==> config.mk <==
export PLATFORM = sky130hd
export DESIGN_NAME = seg7_scan_driver
export DESIGN_NICKNAME = d
export VERILOG_FILES = /design/src/rtl/seg7_scan_driver.sv
export SDC_FILE = /design/constraint.sdc
export NUM_CORES = 1
export LEC_CHECK = 0
export CAP_MARGIN = 20
export CORE_MARGIN = 2
export CORE_UTILIZATION = 51
export CTS_CLUSTER_DIAMETER = 40
export CTS_CLUSTER_SIZE = 28
export DETAILED_ROUTE_END_ITERATION = 8
export GPL_ROUTABILITY_DRIVEN = 0
export GPL_TIMING_DRIVEN = 0
export PLACE_DENSITY = 0.76
export SLEW_MARGIN = 10
export SYNTH_ARGS = -nofsm -noshare
export SYNTH_HDL_FRONTEND = slang
export SYNTH_SLANG_ARGS = --single-unit
==> constraint.sdc <==
create_clock -name clk -period 2.5 [get_ports clk]
set_input_delay 0.375 -clock clk [delete_from_list [all_inputs] [get_ports clk]]
set_output_delay 0.375 -clock clk [all_outputs]
set_load 0.05 [all_outputs]
==> src/rtl/seg7_scan_driver.sv <==
// seg7_scan_driver: time-multiplexed hex driver for a bank of seven-segment
// digits. A frame (nibbles, decimal points, blanks) is staged in a pending
// register and committed only at a frame boundary. This keeps every displayed
// frame consistent. All outputs are registered.
module seg7_scan_driver #(
  parameter int NUM_DIGITS  = 8,
  parameter int REFRESH_DIV = 100000,
  parameter int ACTIVE_LOW  = 1
) (
  input  logic                    clk,
  input  logic                    rst,
  input  logic [4*NUM_DIGITS-1:0] digits_in,
  input  logic [NUM_DIGITS-1:0]   dp_in,
  input  logic [NUM_DIGITS-1:0]   blank_in,
  input  logic                    load,
  output logic [6:0]              seg_o,
  output logic                    dp_o,
  output logic [NUM_DIGITS-1:0]   an_o,
  output logic                    frame_done
);

  localparam int TW = (REFRESH_DIV > 1) ? $clog2(REFRESH_DIV) : 1;
  localparam int IW = (NUM_DIGITS > 1) ? $clog2(NUM_DIGITS) : 1;
  localparam logic [TW-1:0] TICK_LAST = TW'(REFRESH_DIV - 1);
  localparam logic [IW-1:0] IDX_LAST  = IW'(NUM_DIGITS - 1);
  // Deasserted level of every output: high when the outputs are active-low.
  localparam logic POL = (ACTIVE_LOW != 0) ? 1'b1 : 1'b0;

  // Hex nibble to on-pattern, bit0 = segment A ... bit6 = segment G.
  function automatic logic [6:0] hex_to_seg(input logic [3:0] nib);
    logic [6:0] pat;
    case (nib)
      4'h0: pat = 7'h3F;
      4'h1: pat = 7'h06;
      4'h2: pat = 7'h5B;
      4'h3: pat = 7'h4F;
      4'h4: pat = 7'h66;
      4'h5: pat = 7'h6D;
      4'h6: pat = 7'h7D;
      4'h7: pat = 7'h07;
      4'h8: pat = 7'h7F;
      4'h9: pat = 7'h6F;
      4'hA: pat = 7'h77;
      4'hB: pat = 7'h7C;
      4'hC: pat = 7'h39;
      4'hD: pat = 7'h5E;
      4'hE: pat = 7'h79;
      4'hF: pat = 7'h71;
      default: pat = 7'h00;
    endcase
    return pat;
  endfunction

  logic [TW-1:0]           r_tick;
  logic [IW-1:0]           r_idx;
  logic [4*NUM_DIGITS-1:0] r_pend_dig;
  logic [NUM_DIGITS-1:0]   r_pend_dp;
  logic [NUM_DIGITS-1:0]   r_pend_blank;
  logic                    r_pend_valid;
  logic [4*NUM_DIGITS-1:0] r_act_dig;
  logic [NUM_DIGITS-1:0]   r_act_dp;
  logic [NUM_DIGITS-1:0]   r_act_blank;
  logic                    r_bnd_d;
  logic [6:0]              r_seg;
  logic                    r_dp;
  logic [NUM_DIGITS-1:0]   r_an;
  logic                    r_frame_done;

  logic                    w_tc;
  logic                    w_boundary;
  logic [3:0]              w_nib;
  logic                    w_dp_on;
  logic                    w_blank;
  logic [NUM_DIGITS-1:0]   w_an_on;
  logic [6:0]              w_seg_nxt;
  logic                    w_dp_nxt;
  logic [NUM_DIGITS-1:0]   w_an_nxt;

  assign w_tc       = (r_tick == TICK_LAST);
  assign w_boundary = w_tc && (r_idx == IDX_LAST);

  // Select the active-frame fields of the digit currently being scanned.
  always_comb begin
    w_nib   = 4'h0;
    w_dp_on = 1'b0;
    w_blank = 1'b0;
    w_an_on = '0;
    for (int k = 0; k < NUM_DIGITS; k++) begin
      w_nib      = (r_idx == IW'(k)) ? r_act_dig[4*k +: 4] : w_nib;
      w_dp_on    = (r_idx == IW'(k)) ? r_act_dp[k]         : w_dp_on;
      w_blank    = (r_idx == IW'(k)) ? r_act_blank[k]      : w_blank;
      w_an_on[k] = (r_idx == IW'(k));
    end
  end

  // Decode the selected digit and apply output polarity; a blank digit goes fully dark.
  always_comb begin
    w_seg_nxt = {7{POL}};
    w_dp_nxt  = POL;
    w_an_nxt  = {NUM_DIGITS{POL}};
    if (!w_blank) begin
      w_seg_nxt = hex_to_seg(w_nib) ^ {7{POL}};
      w_dp_nxt  = w_dp_on ^ POL;
      w_an_nxt  = w_an_on ^ {NUM_DIGITS{POL}};
    end else begin
      w_seg_nxt = {7{POL}};
      w_dp_nxt  = POL;
      w_an_nxt  = {NUM_DIGITS{POL}};
    end
  end

  // Refresh tick counter and scan index, which advances on each terminal count.
  always_ff @(posedge clk) begin
    if (rst) begin
      r_tick <= '0;
      r_idx  <= '0;
    end else if (w_tc) begin
      r_tick <= '0;
      r_idx  <= (r_idx == IDX_LAST) ? '0 : r_idx + IW'(1);
    end else begin
      r_tick <= r_tick + TW'(1);
    end
  end

  // Stage loads in the pending frame and commit them only at a frame boundary.
  // A load on the boundary cycle bypasses the pending frame.
  always_ff @(posedge clk) begin
    if (rst) begin
      r_pend_dig   <= '0;
      r_pend_dp    <= '0;
      r_pend_blank <= '0;
      r_pend_valid <= 1'b0;
      r_act_dig    <= '0;
      r_act_dp     <= '0;
      r_act_blank  <= '0;
    end else if (w_boundary) begin
      if (load) begin
        r_act_dig    <= digits_in;
        r_act_dp     <= dp_in;
        r_act_blank  <= blank_in;
        r_pend_valid <= 1'b0;
      end else if (r_pend_valid) begin
        r_act_dig    <= r_pend_dig;
        r_act_dp     <= r_pend_dp;
        r_act_blank  <= r_pend_blank;
        r_pend_valid <= 1'b0;
      end
    end else if (load) begin
      r_pend_dig   <= digits_in;
      r_pend_dp    <= dp_in;
      r_pend_blank <= blank_in;
      r_pend_valid <= 1'b1;
    end
  end

  // Output register stage. frame_done is delayed twice so it lines up with digit 0's first output cycle.
  always_ff @(posedge clk) begin
    if (rst) begin
      r_seg        <= {7{POL}};
      r_dp         <= POL;
      r_an         <= {NUM_DIGITS{POL}};
      r_bnd_d      <= 1'b0;
      r_frame_done <= 1'b0;
    end else begin
      r_seg        <= w_seg_nxt;
      r_dp         <= w_dp_nxt;
      r_an         <= w_an_nxt;
      r_bnd_d      <= w_boundary;
      r_frame_done <= r_bnd_d;
    end
  end

  assign seg_o      = r_seg;
  assign dp_o       = r_dp;
  assign an_o       = r_an;
  assign frame_done = r_frame_done;

endmodule

=== Word-level counts from Yosys, hierarchy flattened ===
Memory sizes are Yosys's and may differ from the RTL's.
Index checks and enable logic that the tools add are counted.

* Reduce and logical (&&, ||, !) cells: 8
* Eq/ne operators: 8
* $add $sub $neg: 2
* Bitwise logic cells: 4
* Multiplexer cells: 32

{| class="wikitable"
|+ Operator list
! operator !! count
|-
| $mux W32 || 2
|-
| $mux W4 || 8
|-
| $mux W8 || 4
|-
| $add A17 B1 Y17 const B || 1
|-
| $eq A17 B17 Y1 const B || 1
|-
| $mux W1 || 16
|-
| $eq A3 B3 Y1 const B || 4
|-
| $not A8 Y8 || 1
|-
| $mux W7 || 1
|-
| $not A7 Y7 || 1
|-
| $eq A3 B2 Y1 const B || 2
|-
| $reduce_or A2 Y1 || 3
|-
| $reduce_and A2 Y1 || 2
|-
| $add A3 B1 Y3 const B || 1
|-
| $eq A3 B1 Y1 const B || 1
|-
| $logic_not A3 Y1 || 1
|-
| $mux W3 || 1
|-
| $not A1 Y1 || 2
|-
| $reduce_bool A2 Y1 || 1
|-
| $logic_and A1 B1 Y1 || 1
|}

* Bits of input ports: 51
* Output and inout bits: 17
* Logic and storage cells: 69
* Memories: 1
* Register bits: 135
* Bits in read-only memories: 112

{| class="wikitable"
|+ Memory list
! memory !! words !! bits a word !! read ports !! clocked after memory_dff !! wr ports !! line !! text
|-
| (no name shown) || 16 || 7 || 1 || 0 || 0 || 32 || <nowiki>case (nib)</nowiki>
|}

=== Depth between registers and ports, before layout ===
An unclocked memory read counts as a cell.

* Depth in word-level cells: 12
* Mapped depth: 13
* Gate-level depth less buffers: 10

=== Worst setup path after synthesis ===
OpenSTA, ideal clock, no wires.

* Kind: reg2reg
* From: reg r_idx[2]
* To: reg r_seg[1] (netlist: seg_o[1])
* Path buffers: 2
* Slack: -0.143 ns
* Data required time: 2.378 ns
* Cell stages (with the launch flop): 12
* Setup time: 0.122 ns
* Arrival time: 2.521 ns
* Clock period less this slack: 2.643 ns
* Cell sequence: dfxtp_1 -> clkbuf_1 -> inv_1 -> ha_1 -> clkbuf_1 -> nor2b_1 -> o32ai_1 -> nand3_1 -> a32o_1 -> ha_1 -> mux2i_1 -> a221o_1

* Longest elaborated chain between the ends: 12
* Elaborated cells between the ends (all ways): 28
* Classes of those cells: 7 x eq/ne; 17 x mux; 1 x bitwise; 2 x reduce/logical; 1 x memory

{| class="wikitable"
|+ Ends and longest elaborated chain
! what !! line !! text
|-
| start, declared || 55 || <nowiki>logic [IW-1:0] r_idx;</nowiki>
|-
| start signal, assigned || 119 || <nowiki>r_idx <= (r_idx == IDX_LAST) ? '0 : r_idx + IW'(1);</nowiki>
|-
| $logic_not A3 Y1 || 89, 91 ||
|-
| $mux W4 (8 in a row) || 89 || <nowiki>w_nib = (r_idx == IW'(k)) ? r_act_dig[4*k +: 4] : w_nib;</nowiki>
|-
| $mem_v2 Z16 W7 || -- ||
|-
| $mux W7 || 101 || <nowiki>if (!w_blank) begin</nowiki>
|-
| $not A7 Y7 (no line) || -- ||
|-
| end signal, assigned || 159 || <nowiki>r_seg <= {7{POL}};</nowiki>
|-
| end signal, assigned || 165 || <nowiki>r_seg <= w_seg_nxt;</nowiki>
|-
| end, declared || 64 || <nowiki>logic [6:0] r_seg;</nowiki>
|}

Several ways; a longest one is shown, not always the timed one. The select of a mux whose other input is x is not followed.
A chain may end at the register's enable or synchronous reset.

=== Worst setup path in the final report ===
* From: reg r_idx[0]
* To: reg r_seg[0] (netlist: seg_o[0])

The elaborated chain is that of the path after synthesis.

==> results.toml <==
[worst_hold_path]
whs_path_depth = 2
hold_path_end = "r_pend_dig[20]$_SDFFE_PP0P_"
hold_start = "r_pend_dig[20]$_SDFFE_PP0P_"
hp-class = "flip-flop to flip-flop"

[floorplan]
die_h_um = 114.4
dieArea_um2 = 13090
start_util = 0.5198
rows = 40
pin_count = 68
core_um2 = 11960
die_x_um = 114.4

[cts]
cts.path.max_buffers = 2
cts_tree = "yes"
clock_latency_ps = 420
htreeDepth = 4
cts.sinks = 135
root_buffer = "clkbuf_16"
clk_pin_slew_ps = 60
postCtsHoldBufs = 0
cts_buffers = 17

[worst_setup_path]
critical_path.startpoint_type = "flip-flop"
crit_path_end_kind = "flip-flop"
reg2reg_to = "seg_o[0]$_SDFF_PP1_"
rrSetupSlack_ps = 10
crit_required_ps = 2810
crit_fanout = 4
worstSetupPathType = "flip-flop to flip-flop"
r2r-start = "r_idx[0]$_SDFFE_PP0N_"
arrival_ps = 2800
rr_worst_depth = 9

[yosys]
synth_largest_area_cell = "dfxtp_1"
ys_ff_latch = 135
synthAdderAreaFrac = 0.02817
syn_inst = 713
yosysUniqueCellTypes = 54
syn_nets = 778
synthFlopType = "dfxtp_1"
synthArstFlopShare = 0
synth_warnings = 0
synth_area_um2 = 6217
synth.area.mux_share = 0.08533
syn_avg_cell_area_um2 = 8.720
synth-edff-count = 0
yosysTopAreaCellShare = 0.4347
synthTopCellsByArea = "dfxtp_1 (43%), mux2i_1 (8.5%), nand2_1 (7.5%)"
synth_simple_gate_area_frac = 0.1898
synth-compound-area-share = 0.1801
synth_xor_area_frac = 0.01831
synth-seq-area-share = 0.4347
synth_top_family_by_area = "simple AND/OR/NAND/NOR gates"

[power]
combPwrFrac = 0.077
swShare = 0.2304
ir_drop_mv = 0.3812
p_int_mw = 3.745
p_per_area_nw_per_um2 = 611.9
clockPowerShare = 0.465
power.switching_mw = 1.121
p_leak_nw = 2.976
seqPwrFrac = 0.458

[grt]
track_usage = 0.2541
grt_pass1_wl_um = 26120
first_global_vias = 5455
grt_max_degree = 17
antenna_found_initial = 0
grt.overflow.total = 0

[route]
ant_nets = 0
drt_iter0_markers = 428
wirelength_um = 16360
drtPass1Iterations = 5
vias = 5616
drc = 0
avgViaCountPerCell = 5.784
wl_per_cell_um = 16.84

[cells_and_area]
diodes = 0
regArea_um2 = 2711
layout_common_cells = "dfxtp_1 (132), nand2_1 (124), nor2_1 (76)"
final_common_cell = "dfxtp_1"
multi_input_area_um2 = 3284
final_cells = 971
nNetsFinal = 877
nFillCells = 927
drive_gt1_frac = 0.1529
syn_to_final_growth_pct = 27.91

[flow_run]
cap_violations = 0

[timing]
fmax_ghz = 0.4016
post-route-min-period_ps = 2490
finClkSkew_ps = 10.06
tightest_slew_ps = 785.6
slew_viol_final = 0
maxSlewHeadroom = 0.4763
setup_violations = 0
hold_viol_final = 0
final.setup.worst_slack_ps = 9.929
whs_ps = 451.6
period_share = 0.9960

[placement]
io_buffers = 65
hpwl_um = 11210
dp_cells = 925
dpl_worst_slack_ps = -587.1

[outcome]
outcome = "finished, final reports clean"
flip-flops by register name, summed over array words and instances, names as in the netlist, 3 cells and up:
name and cells:
an_o 8, r_act_blank 8, r_act_dig 32, r_act_dp 8, r_idx 3, r_pend_blank 8
r_pend_dig 32, r_pend_dp 8, r_tick 17, seg_o 7
power by group through the flow:
| stage | sequential, mW | clock, mW | combinational [mW] |
|---|---|---|---|
| 6_report | 2.23 | 2.26 | 0.373 |
| 5_1_grt | 2.24 | 2.40 | 0.404 |
| 4_1_cts | 2.23 | 2.29 | 0.374 |
| 3_5_place_dp | 2.28 | 0 | 0.371 |
| 3_3_place_gp | 2.27 | 0 | 0.359 |
| 2_1_floorplan | 2.29 | 0 | 0.191 |
Yosys cell counts, drive strengths merged, types with 2 or more instances:
cell,number
dfxtp,135
a221oi,2
ha,14
clkbuf,29
a22oi,2
inv,18
o21ai,15
nand3b,4
nand2,127
nand3,10
a211oi,53
nor3b,3
nor2b,5
or3,6
mux2i,53
and3b,2
nor3,3
o31ai,2
a221o,4
xor2,9
o21a,2
and2,4
buf,26
a211o,2
xnor2,4
or2,2
nand2b,4
nand4,9
o221ai,4
a21oi,63
a21o,2
a31oi,5
nor2,77
o211ai,2
cell families (layout without fill, tap and decap cells):
group | count (synthesis) | after routing
compound gates | 164 | 164
xor+xnor | 13 | 13
fa+ha+maj | 14 | 14
buf+inv | 73 | 184
flops | 135 | 135
mux | 53 | 53
simple gates | 261 | 261
worst max-delay path by stage:
stage,start,end,slack (ps)
after floorplan,r_idx[2]$_SDFFE_PP0N_,seg_o[1]$_SDFF_PP1_,-60
final,r_idx[0]$_SDFFE_PP0N_,seg_o[0]$_SDFF_PP1_,10
after global routing,r_idx[2]$_SDFFE_PP0N_,seg_o[4]$_SDFF_PP1_,-80
after detailed placement,r_idx[0]$_SDFFE_PP0N_,seg_o[5]$_SDFF_PP1_,-590
after CTS,r_idx[0]$_SDFFE_PP0N_,seg_o[1]$_SDFF_PP1_,10
after global placement,r_idx[0]$_SDFFE_PP0N_,seg_o[4]$_SDFF_PP1_,-480
layout make-up:
| cell class | instances | area share |
|---|---|---|
| multi-input combinational | 505 | 0.4130 |
| tap | 147 | 0.02313 |
| sequential | 135 | 0.3409 |
| clock buffer | 21 | 0.05664 |
| buffer | 53 | 0.04862 |
| clock inverter | 10 | 0.01023 |
| inverter | 18 | 0.009125 |
| timing repair buffer | 82 | 0.09833 |
repair_timing:
action / 4_1_cts / 5_1_grt
setup buffers: 8 / 9
pin swaps: 6 / 11
resized for setup: 42 / 27
setup endpoints to repair: 62 / 14
metal layers:
layer	vias to the layer above	share of wire	GRT usage
li1	2681	-	-
met1	2680	0.42	0.3100
met2	211	0.49	0.4304
met3	44	0.058	0.05347
met4	0	0.033	0.1146
met5	-	0	0
critical path, cell delays in order (launching register included):
cell and delay [ps]:
dfxtp_4 360, ha_4 170, ha_4 160, clkbuf_8 130, buf_4 140, a221o_1 390
o211a_1 250, o211ai_1 320, a21oi_1 130, o31ai_1 320
stage by stage:
stage,util,area [um^2],setup TNS (ps),power (mW)
global route,0.6649,7953,-453.4,5.043
floorplan,-,6223,-56.73,2.485
detailed placement,0.5901,7058,-9267,2.649
CTS,0.6502,7777,0,4.893
global placement,0.5901,7058,-4576,2.633
finish,0.6649,7953,0,4.866
(Power assumes the default switching activity.)
